==> src/rtl/fdivsqrt_requester.sv <==
// fdivsqrt_requester: issues one div/rem/sqrt request to the divider and returns its result with a watchdog.
// Define FDIVSQRT_REQUESTER_PERF_EN to add the PerfOps/PerfWaitCycles counters.
module fdivsqrt_requester #(
  parameter int XLEN    = 64,
  parameter int TAGW    = 4,
  parameter int TIMEOUT = 128,
  parameter int CNTW    = 8
) (
  input  logic            clk,
  input  logic            reset,
  input  logic            ReqValid,
  output logic            ReqReady,
  input  logic            ReqIsInt,
  input  logic            ReqSqrt,
  input  logic [2:0]      ReqFunct3,
  input  logic            ReqW64,
  input  logic [XLEN-1:0] ReqSrcA,
  input  logic [XLEN-1:0] ReqSrcB,
  input  logic [TAGW-1:0] ReqTag,
  input  logic            Flush,
  output logic            FDivStartE,
  output logic            IDivStartE,
  output logic            IntDivE,
  output logic            SqrtE,
  output logic            W64E,
  output logic [2:0]      Funct3E,
  output logic [XLEN-1:0] ForwardedSrcAE,
  output logic [XLEN-1:0] ForwardedSrcBE,
  output logic            FlushE,
  input  logic            FDivBusyE,
  input  logic            FDivDoneE,
  input  logic [XLEN-1:0] FIntDivResultM,
  output logic            RspValid,
  input  logic            RspReady,
  output logic [XLEN-1:0] RspData,
  output logic [TAGW-1:0] RspTag,
  output logic            RspTimeout
`ifdef FDIVSQRT_REQUESTER_PERF_EN
  ,
  output logic [31:0]     PerfOps,
  output logic [31:0]     PerfWaitCycles
`endif
);
  typedef enum logic [2:0] {IDLE, ISSUE, WAIT, CAPT, RESP} state_t;
  state_t state_q, state_d;
  logic [CNTW-1:0] cnt_q;
  logic accept, timeout, to_hit, abort;
  logic unused_busy;
  assign unused_busy = FDivBusyE;
  assign accept  = state_q == IDLE && ReqValid && !Flush;
  assign timeout = cnt_q == CNTW'(TIMEOUT - 1);
  assign to_hit  = state_q == WAIT && !Flush && !FDivDoneE && timeout;
  assign abort   = Flush && (state_q == ISSUE || state_q == WAIT || state_q == CAPT);
  always_ff @(posedge clk)
    if (reset) state_q <= IDLE;
    else state_q <= state_d;
  always_comb begin
    state_d = state_q;
    case (state_q)
      IDLE:    state_d = accept ? ISSUE : IDLE;
      ISSUE:   state_d = Flush ? IDLE : WAIT;
      WAIT:    state_d = Flush ? IDLE : FDivDoneE ? CAPT : timeout ? RESP : WAIT;
      CAPT:    state_d = Flush ? IDLE : RESP;
      RESP:    state_d = (Flush || RspReady) ? IDLE : RESP;
      default: state_d = IDLE;
    endcase
  end
  always_comb begin
    ReqReady   = state_q == IDLE && !reset;
    FDivStartE = state_q == ISSUE && !IntDivE;
    IDivStartE = state_q == ISSUE && IntDivE;
    RspValid   = state_q == RESP;
  end
  // FlushE is registered so it lands after ISSUE and never overlaps a start pulse
  always_ff @(posedge clk) begin
    if (reset) begin
      IntDivE        <= 1'b0;
      SqrtE          <= 1'b0;
      W64E           <= 1'b0;
      Funct3E        <= '0;
      ForwardedSrcAE <= '0;
      ForwardedSrcBE <= '0;
      RspTag         <= '0;
      RspData        <= '0;
      RspTimeout     <= 1'b0;
      FlushE         <= 1'b0;
      cnt_q          <= '0;
    end else begin
      if (accept) begin
        IntDivE        <= ReqIsInt;
        SqrtE          <= ReqSqrt && !ReqIsInt;
        W64E           <= ReqW64;
        Funct3E        <= ReqFunct3;
        ForwardedSrcAE <= ReqSrcA;
        ForwardedSrcBE <= ReqSrcB;
        RspTag         <= ReqTag;
      end
      cnt_q  <= state_q == WAIT ? cnt_q + 1'b1 : '0;
      FlushE <= abort || to_hit;
      if (to_hit) begin
        RspData    <= '0;
        RspTimeout <= 1'b1;
      end
      if (state_q == CAPT && !Flush) begin
        RspData    <= FIntDivResultM;
        RspTimeout <= 1'b0;
      end
    end
  end
`ifdef FDIVSQRT_REQUESTER_PERF_EN
  always_ff @(posedge clk)
    if (reset) begin
      PerfOps        <= '0;
      PerfWaitCycles <= '0;
    end else begin
      PerfOps        <= PerfOps + 32'(state_q == RESP && RspReady && !Flush && !RspTimeout);
      PerfWaitCycles <= PerfWaitCycles + 32'(state_q == WAIT);
    end
`endif
endmodule

==> config.mk <==
export PLATFORM = sky130hd
export DESIGN_NAME = fdivsqrt_requester
export DESIGN_NICKNAME = d
export VERILOG_FILES = /design/src/rtl/fdivsqrt_requester.sv
export SDC_FILE = /design/constraint.sdc
export NUM_CORES = 1
export LEC_CHECK = 0
export ABC_AREA = 1
export ABC_CLOCK_PERIOD_IN_PS = 2150
export BUFFER_PORTS_ARGS = -buffer_cell sky130_fd_sc_hd__buf_2
export CORE_AREA = 8 8 158 160
export CTS_BUF_LIST = sky130_fd_sc_hd__clkbuf_16
export CTS_CLUSTER_SIZE = 25
export DETAILED_ROUTE_END_ITERATION = 8
export DIE_AREA = 0 0 166 168
export GPL_TIMING_DRIVEN = 0
export PLACE_DENSITY = 0.71
export SLEW_MARGIN = 0
export SYNTH_ARGS = -nofsm -noshare
export SYNTH_HDL_FRONTEND = slang
export SYNTH_SLANG_ARGS = --single-unit
==> constraint.sdc <==
create_clock -name clk -period 2.15 [get_ports clk]
set_clock_uncertainty 0.05 [all_clocks]
set_input_delay 0.215 -clock clk [delete_from_list [all_inputs] [get_ports clk]]
set_output_delay 0.215 -clock clk [all_outputs]
set_load 0.02 [all_outputs]
==> metrics.md, run 1 <==
| Metric | Value |
|---|---|
| Status | finished clean |
| Place WS | -0.123 ns |
| Util after Layout | 0.575 |
| Wire per inst | around 18 um |
| Max-cap violation count | 0 |
| Synthesized cell area | 7640 um2 |
| Post-route ant nets | 0 |
| Startpoint Class | flip-flop |
| First-pass GRT wire length | 52,900 um |
| Worst Path Max Fanout | 10 |
| Clock-pin slew on the worst setup and hold paths | 0.06 ns |
| Reg area | ~4300 um2 |
| Fraction of layout cells with a size suffix above 1 | 0.302 |
| DR pass1 iterations | 5 |
| Core area | 22,400 um2 |
| Clock insertion delay at the later pin of the skew report | 0.50 ns |
| Initial antenna violation count | 3 |
| Synthesized area per cell | ~8.0 um2 |
| Row count | between 50 and 60 |
| HPWL Detailed | roughly 23,000 um |
| # Post-CTS Setup Buffers | 0 |
| Largest net degree at the start of global routing | 13 |
| Bufs on Longest Clock Path | 3 |
| Clk sinks | 215 |
| Slew @ Worst Pin | roughly 0.85 ns |
| Worst slew margin | 0.432 |
| Final WL | ~35,000 um |
| Initial drt markers | 762 |
| Final slew viol count | 0 |
| Yosys reg bits | 215 |
| Synth Flop Type | dfxtp_1 |
| CP Data Required Time | 2.53 ns |
| Arr. time, crit path | ~2.3 ns |
| Die Span X | 166 um |
| Total grt overflow | 0 |
| Nets | 1,815 |
| Area delta synth->final | 68.5% |
| FILL cells | 1,858 |
| Power Total | 9.24 mW |
| Placer Congestion | roughly 0.85 |
| Num CTS Buffers | 24 |
| Critical path type | reg -> reg |
| Final setup violation count | 0 |
| Synth Net Count | 1,168 |
| I/O pins | 417 |
| Seq/Total Area, Yosys | 0.563 |
| Leak | 5.83 nW |
| Vias in the first global route | 9,824 |
| Synth unique cells | 24 |
| Root Driver | clkbuf_16 |
| Port buffer count | 414 |
| Final hold slack | roughly 0.18 ns |
| Final worst path period share | 0.878 |
| Crit end category | flip-flop |
| H-tree level count | 1 |
| Overall die height | between 150 and 200 um |
| RSZ-0062 raised after global routing | no |
| Commonest non-fill, non-tap cell in the layout | buf_2 |
| GRT Overall Usage | 0.234 |
| Worst vdd ir | 0.504 mV |
| Vias | 9,384 |
| Warnings, synthesis | 0 |
| Area of the multi-input gates | 2880 um2 |
| Fmax | 530 MHz |
| Minimum clock period | roughly 1.9 ns |
| DRC | 0 |
| PD cells | 718 nW/um2 |
| CTS tree | done |
| Vias per inst | 4.92 |
| Final hold violations | 0 |
| Most frequent cells in the layout | 439 x buf_2, 346 x nand2_1, 215 x dfxtp_1 |
| Initial Utilization | 0.342 |
| Worst Hold Class | in -> reg |
| Synthesized instance count | ~960 |
| Number of flops mapped to enable cells by yosys | 0 |
| Post-route worst setup slack | 0.263 ns |
| Die area | 27,900 um2 |
| FFs w/ async S/R, synth | 0 |
[layer usage]
layer,wire [um],GRT usage,up-vias
li1,-,-,4436
met2,17100,0.415,473
met4,2120,0.145,0
met1,12700,0.243,4334
met3,2750,0.0681,141
met5,0,0,-
[power breakdown]
| part | leakage [nW] | internal (mW) | switching (mW) |
|---|---|---|---|
| Sequential | 1.75 | 4.11 | 0.0704 |
| Clock | 0.378 | 2.20 | 1.61 |
| Combinational | 3.71 | 0.582 | 0.658 |
[cell families after synthesis]
logic type               after synthesis  share of synthesized area
buffers and inverters                 87                     0.0601
flip-flops                           215                      0.563
AND/OR/NAND/NOR                      437                      0.229
AO/OA/AOI/OAI                        216                      0.143
XOR/XNOR                               2                    0.00229
adder cells (fa/ha/maj)                1                    0.00164
[timing repair]
item	in CTS	in global routing
hold buffers	207	0
gates resized for setup	0	0
endpoints found under the hold margin	206	0
[worst max-delay path, stage by stage, from the launching register on]
cell and delay [ns]:
dfxtp_1 0.32, ha_1 0.22, nand3_1 0.15, nor2_1 0.09, nand3_1 0.20, buf_1 0.46
nand3_1 0.15, a21oi_1 0.18
[flip-flops by register name, indices dropped and copies added, names as in the netlist]
name            cells
FlushE              1
W64E                1
RspTag              4
RspTimeout          1
Funct3E             3
cnt_q               8
ForwardedSrcBE     64
RspData            64
SqrtE               1
IntDivE             1
ForwardedSrcAE     64
state_q             3
[synth_stat cells, types with 2 or more instances]
cell type | number | area, um2
nand2_1 | 346 | 1300
dfxtp_1 | 215 | 4300
a21oi_1 | 207 | 1040
nand3_1 | 70 | 350
clkbuf_1 | 30 | 113
buf_2 | 25 | 125
nor2_1 | 15 | 56.3
buf_6 | 12 | 135
inv_1 | 11 | 41.3
inv_2 | 4 | 15.0
o21ai_0 | 4 | 20.0
buf_4 | 3 | 22.5
a21o_1 | 2 | 15.0
buf_1 | 2 | 7.51
nor3_1 | 2 | 10.0
xnor2_1 | 2 | 17.5
[final cells by class]
cell class,instances,area share
tap,285,0.0277
buffer,72,0.0313
multi-input combinational,656,0.223
clock buffer,25,0.0486
clock inverter,16,0.00739
inverter,15,0.00437
sequential,215,0.334
timing repair buffer,621,0.322
antenna,4,0.000778
[worst paths after layout]
kind	from	to	slack, ns	cells past startpoint
hold / removal	reset	RspTimeout	0.18	4
hold reg to reg	cnt_q[0]	cnt_q[0]	0.40	1
setup / recovery	cnt_q[0]	RspData[58]	0.26	7
setup reg to reg	cnt_q[0]	RspData[58]	0.26	7
[through the flow]
stage / area, um2 / setup TNS (ns) / std cells
2_1_floorplan: 7640 / 0 / 958
3_3_place_gp: 10100 / -0.735 / 1657
3_5_place_dp: 10100 / -0.995 / 1657
4_1_cts: 12900 / 0 / 1905
5_1_grt: 12900 / 0 / 1908
6_report: 12900 / 0 / 1909
Power figures use the tool's default switching activity.
==> run 2: changes to the inputs <==
--- a/config.mk
+++ b/config.mk
@@ -9,11 +9,10 @@
 export ABC_CLOCK_PERIOD_IN_PS = 2150
 export BUFFER_PORTS_ARGS = -buffer_cell sky130_fd_sc_hd__buf_2
 export CORE_AREA = 8 8 158 160
-export CTS_BUF_LIST = sky130_fd_sc_hd__clkbuf_16
+export CTS_BUF_LIST = sky130_fd_sc_hd__clkbuf_2
 export CTS_CLUSTER_SIZE = 25
 export DETAILED_ROUTE_END_ITERATION = 8
 export DIE_AREA = 0 0 166 168
-export GPL_TIMING_DRIVEN = 0
 export PLACE_DENSITY = 0.71
 export SLEW_MARGIN = 0
 export SYNTH_ARGS = -nofsm -noshare
==> run 2 against run 1 <==
Against the previous run:
- global-route usage decreased by 0.27 points
- power decreased by 13%
- core utilization increased by 2.9 points
- non-clock buffer count increased by 37
- setup slack got worse by 0.21 ns
- sequential power about the same
- wire length increased by 1.8%
- critical endpoint is now RspData[35]
- highest routed layer unchanged
==> metrics.md, run 2 (same netlist as run 1, synthesis figures left out) <==
| Metric | Value |
|---|---|
| Root Driver | clkbuf_2 |
| Leak | 6.13 nW |
| Fin cells | 1,999 |
| Worst Path Max Fanout | 66 |
| Final WL | 35,300 um |
| Clock insertion delay at the later pin of the skew report | roughly 0.81 ns |
| Bufs on Longest Clock Path | 3 |
| Worst vdd ir | ~0.47 mV |
| Final hold violations | 0 |
| Area delta synth->final | 77.1% |
| Minimum clock period | around 2.1 ns |
| Final slew viol count | 0 |
| CTS tree | done |
| Slowest cell delay on critical path | around 0.6 ns |
| DRC | 0 |
| Dpl cells | 1,598 |
| Max-cap violation count | 0 |
| CP cell instances | nor2_4, nand3_4, buf_8, nand3_1, a21oi_1, dlygate4sd3_1 |
| Row count | 55 |
| Clk sinks | 215 |
| Worst slew margin | 0.669 |
| R2r worst-path depth | 6 |
| Fraction of layout cells with a size suffix above 1 | 0.315 |
| GRT Overall Usage | 0.231 |
| PD cells | 597 nW/um2 |
| Post-route ant nets | 0 |
| First-pass GRT wire length | around 53,000 um |
| H-tree level count | 2 |
| Worst Hold Class | in -> reg |
| Placer Congestion | 0.811 |
| Slew @ Worst Pin | 0.496 ns |
| Hold Path Origin | ReqSrcB[3] |
| Vias | 9,895 |
| CP Data Required Time | 2.86 ns |
| Wire per inst | 17.7 um |
| DR pass1 iterations | 5 |
| Final worst path period share | 0.974 |
| Die Span X | 166 um |
| Hold Path Depth | 4 |
| I/O pins | ~420 |
| Core area | 22,400 um2 |
| Die area | ~28,000 um2 |
| Fmax | between 400 and 500 MHz |
| Critical path type | reg -> reg |
| Initial drt markers | roughly 780 |
| Nets | 1,886 |
| Top Registers | ForwardedSrcAE (64), ForwardedSrcBE (64), RspData (64) |
| Startpoint Class | flip-flop |
| HPWL Detailed | 18,800 um |
| Initial Utilization | 0.342 |
| Vias per inst | 4.95 |
| Hold endpoint | ForwardedSrcBE[3] |
| Commonest non-fill, non-tap cell in the layout | buf_2 |
| CP max-delay cell | dlygate4sd3_1 |
| Num CTS Buffers | 56 |
| Final setup violation count | 0 |
| Most frequent cells in the layout | 411 x buf_2, 345 x nand2_1, 297 x dlygate4sd3_1 |
| R2R Setup Slk | roughly 0.056 ns |
| Final hold slack | 0.144 ns |
| Total grt overflow | 0 |
| Port buffer count | 415 |
| Status | finished clean |
| R2r endpoint | RspData[35] |
| Initial antenna violation count | 7 |
| Overall die height | 168 um |
| R2R Path Start | state_q[2] |
| Vias in the first global route | just over 10,000 |
| Largest net degree at the start of global routing | between 100 and 150 |
| Crit end category | flip-flop |
| Clock-pin slew on the worst setup and hold paths | 0.12 ns |
| Arr. time, crit path | ~2.8 ns |
-- run 2: layout make-up --
type	count	area, um2
Antenna cell	8	20.0
Clock buffer	77	385
Clock inverter	11	51.3
Fill cell	1739	8840
Inverter	15	76.3
Multi-Input combinational cell	656	2960
Sequential cell	215	4310
Tap cell	285	357
Timing Repair Buffer	730	5350
Timing Repair inverter	2	15.0
-- run 2: worst max-delay path, delay by kind of cell, from the launching register on --
| family | cells | cell delay [ns] |
|---|---|---|
| AO/OA/AOI/OAI | 1 | 0.19 |
| buffers and inverters | 2 | 0.97 |
| flip-flops | 1 | 0.40 |
| AND/OR/NAND/NOR | 3 | 0.40 |
-- run 2: how the worst max path moves through the flow --
stage | endpoint | slack (ns) | startpoint
floorplan | RspData[25] | 0.63 | cnt_q[0]
global placement | ForwardedSrcAE[10] | 0.53 | state_q[1]
detailed placement | ForwardedSrcBE[62] | 0.49 | state_q[1]
CTS | FDivStartE | 0.0001 | state_q[0]
global route | RspData[35] | -0.03 | cnt_q[0]
finish | RspData[35] | 0.06 | state_q[2]
-- run 2: power breakdown --
part           switching, mW  internal [mW]  total, mW
Combinational          0.662          0.637       1.30
Sequential            0.0685           4.11       4.17
Clock                   1.66          0.950       2.61
Total                   2.39           5.69       8.08
-- run 2: what timing repair did --
item	CTS	global route
resized for setup	7	28
buffers inserted	0	3
hold endpoints to repair	215	0
setup endpoints to repair	3	51
gates cloned	0	5
hold buffers	297	0
pin swaps	0	4
-- run 2: per-layer routing --
| metal | vias to the layer above | track usage | wire length [um] |
|---|---|---|---|
| met5 | - | 0 | 0 |
| met4 | 0 | 0.165 | 2310 |
| met3 | 169 | 0.0716 | 2890 |
| met2 | 610 | 0.410 | 17700 |
| met1 | 4528 | 0.229 | 12300 |
| li1 | 4588 | - | - |
-- run 2: through the flow --
stage                util  setup slack [ns]  TNS [ns]  power [mW]  cell area (um2)
CTS                 0.595          0.000121         0        8.03            13300
global placement    0.442             0.535         0        5.11             9870
floorplan               -             0.631         0        4.71             7640
global route        0.605           -0.0263   -0.0348        8.46            13500
detailed placement  0.442             0.490         0        5.12             9870
finish              0.605            0.0555         0        8.08            13500
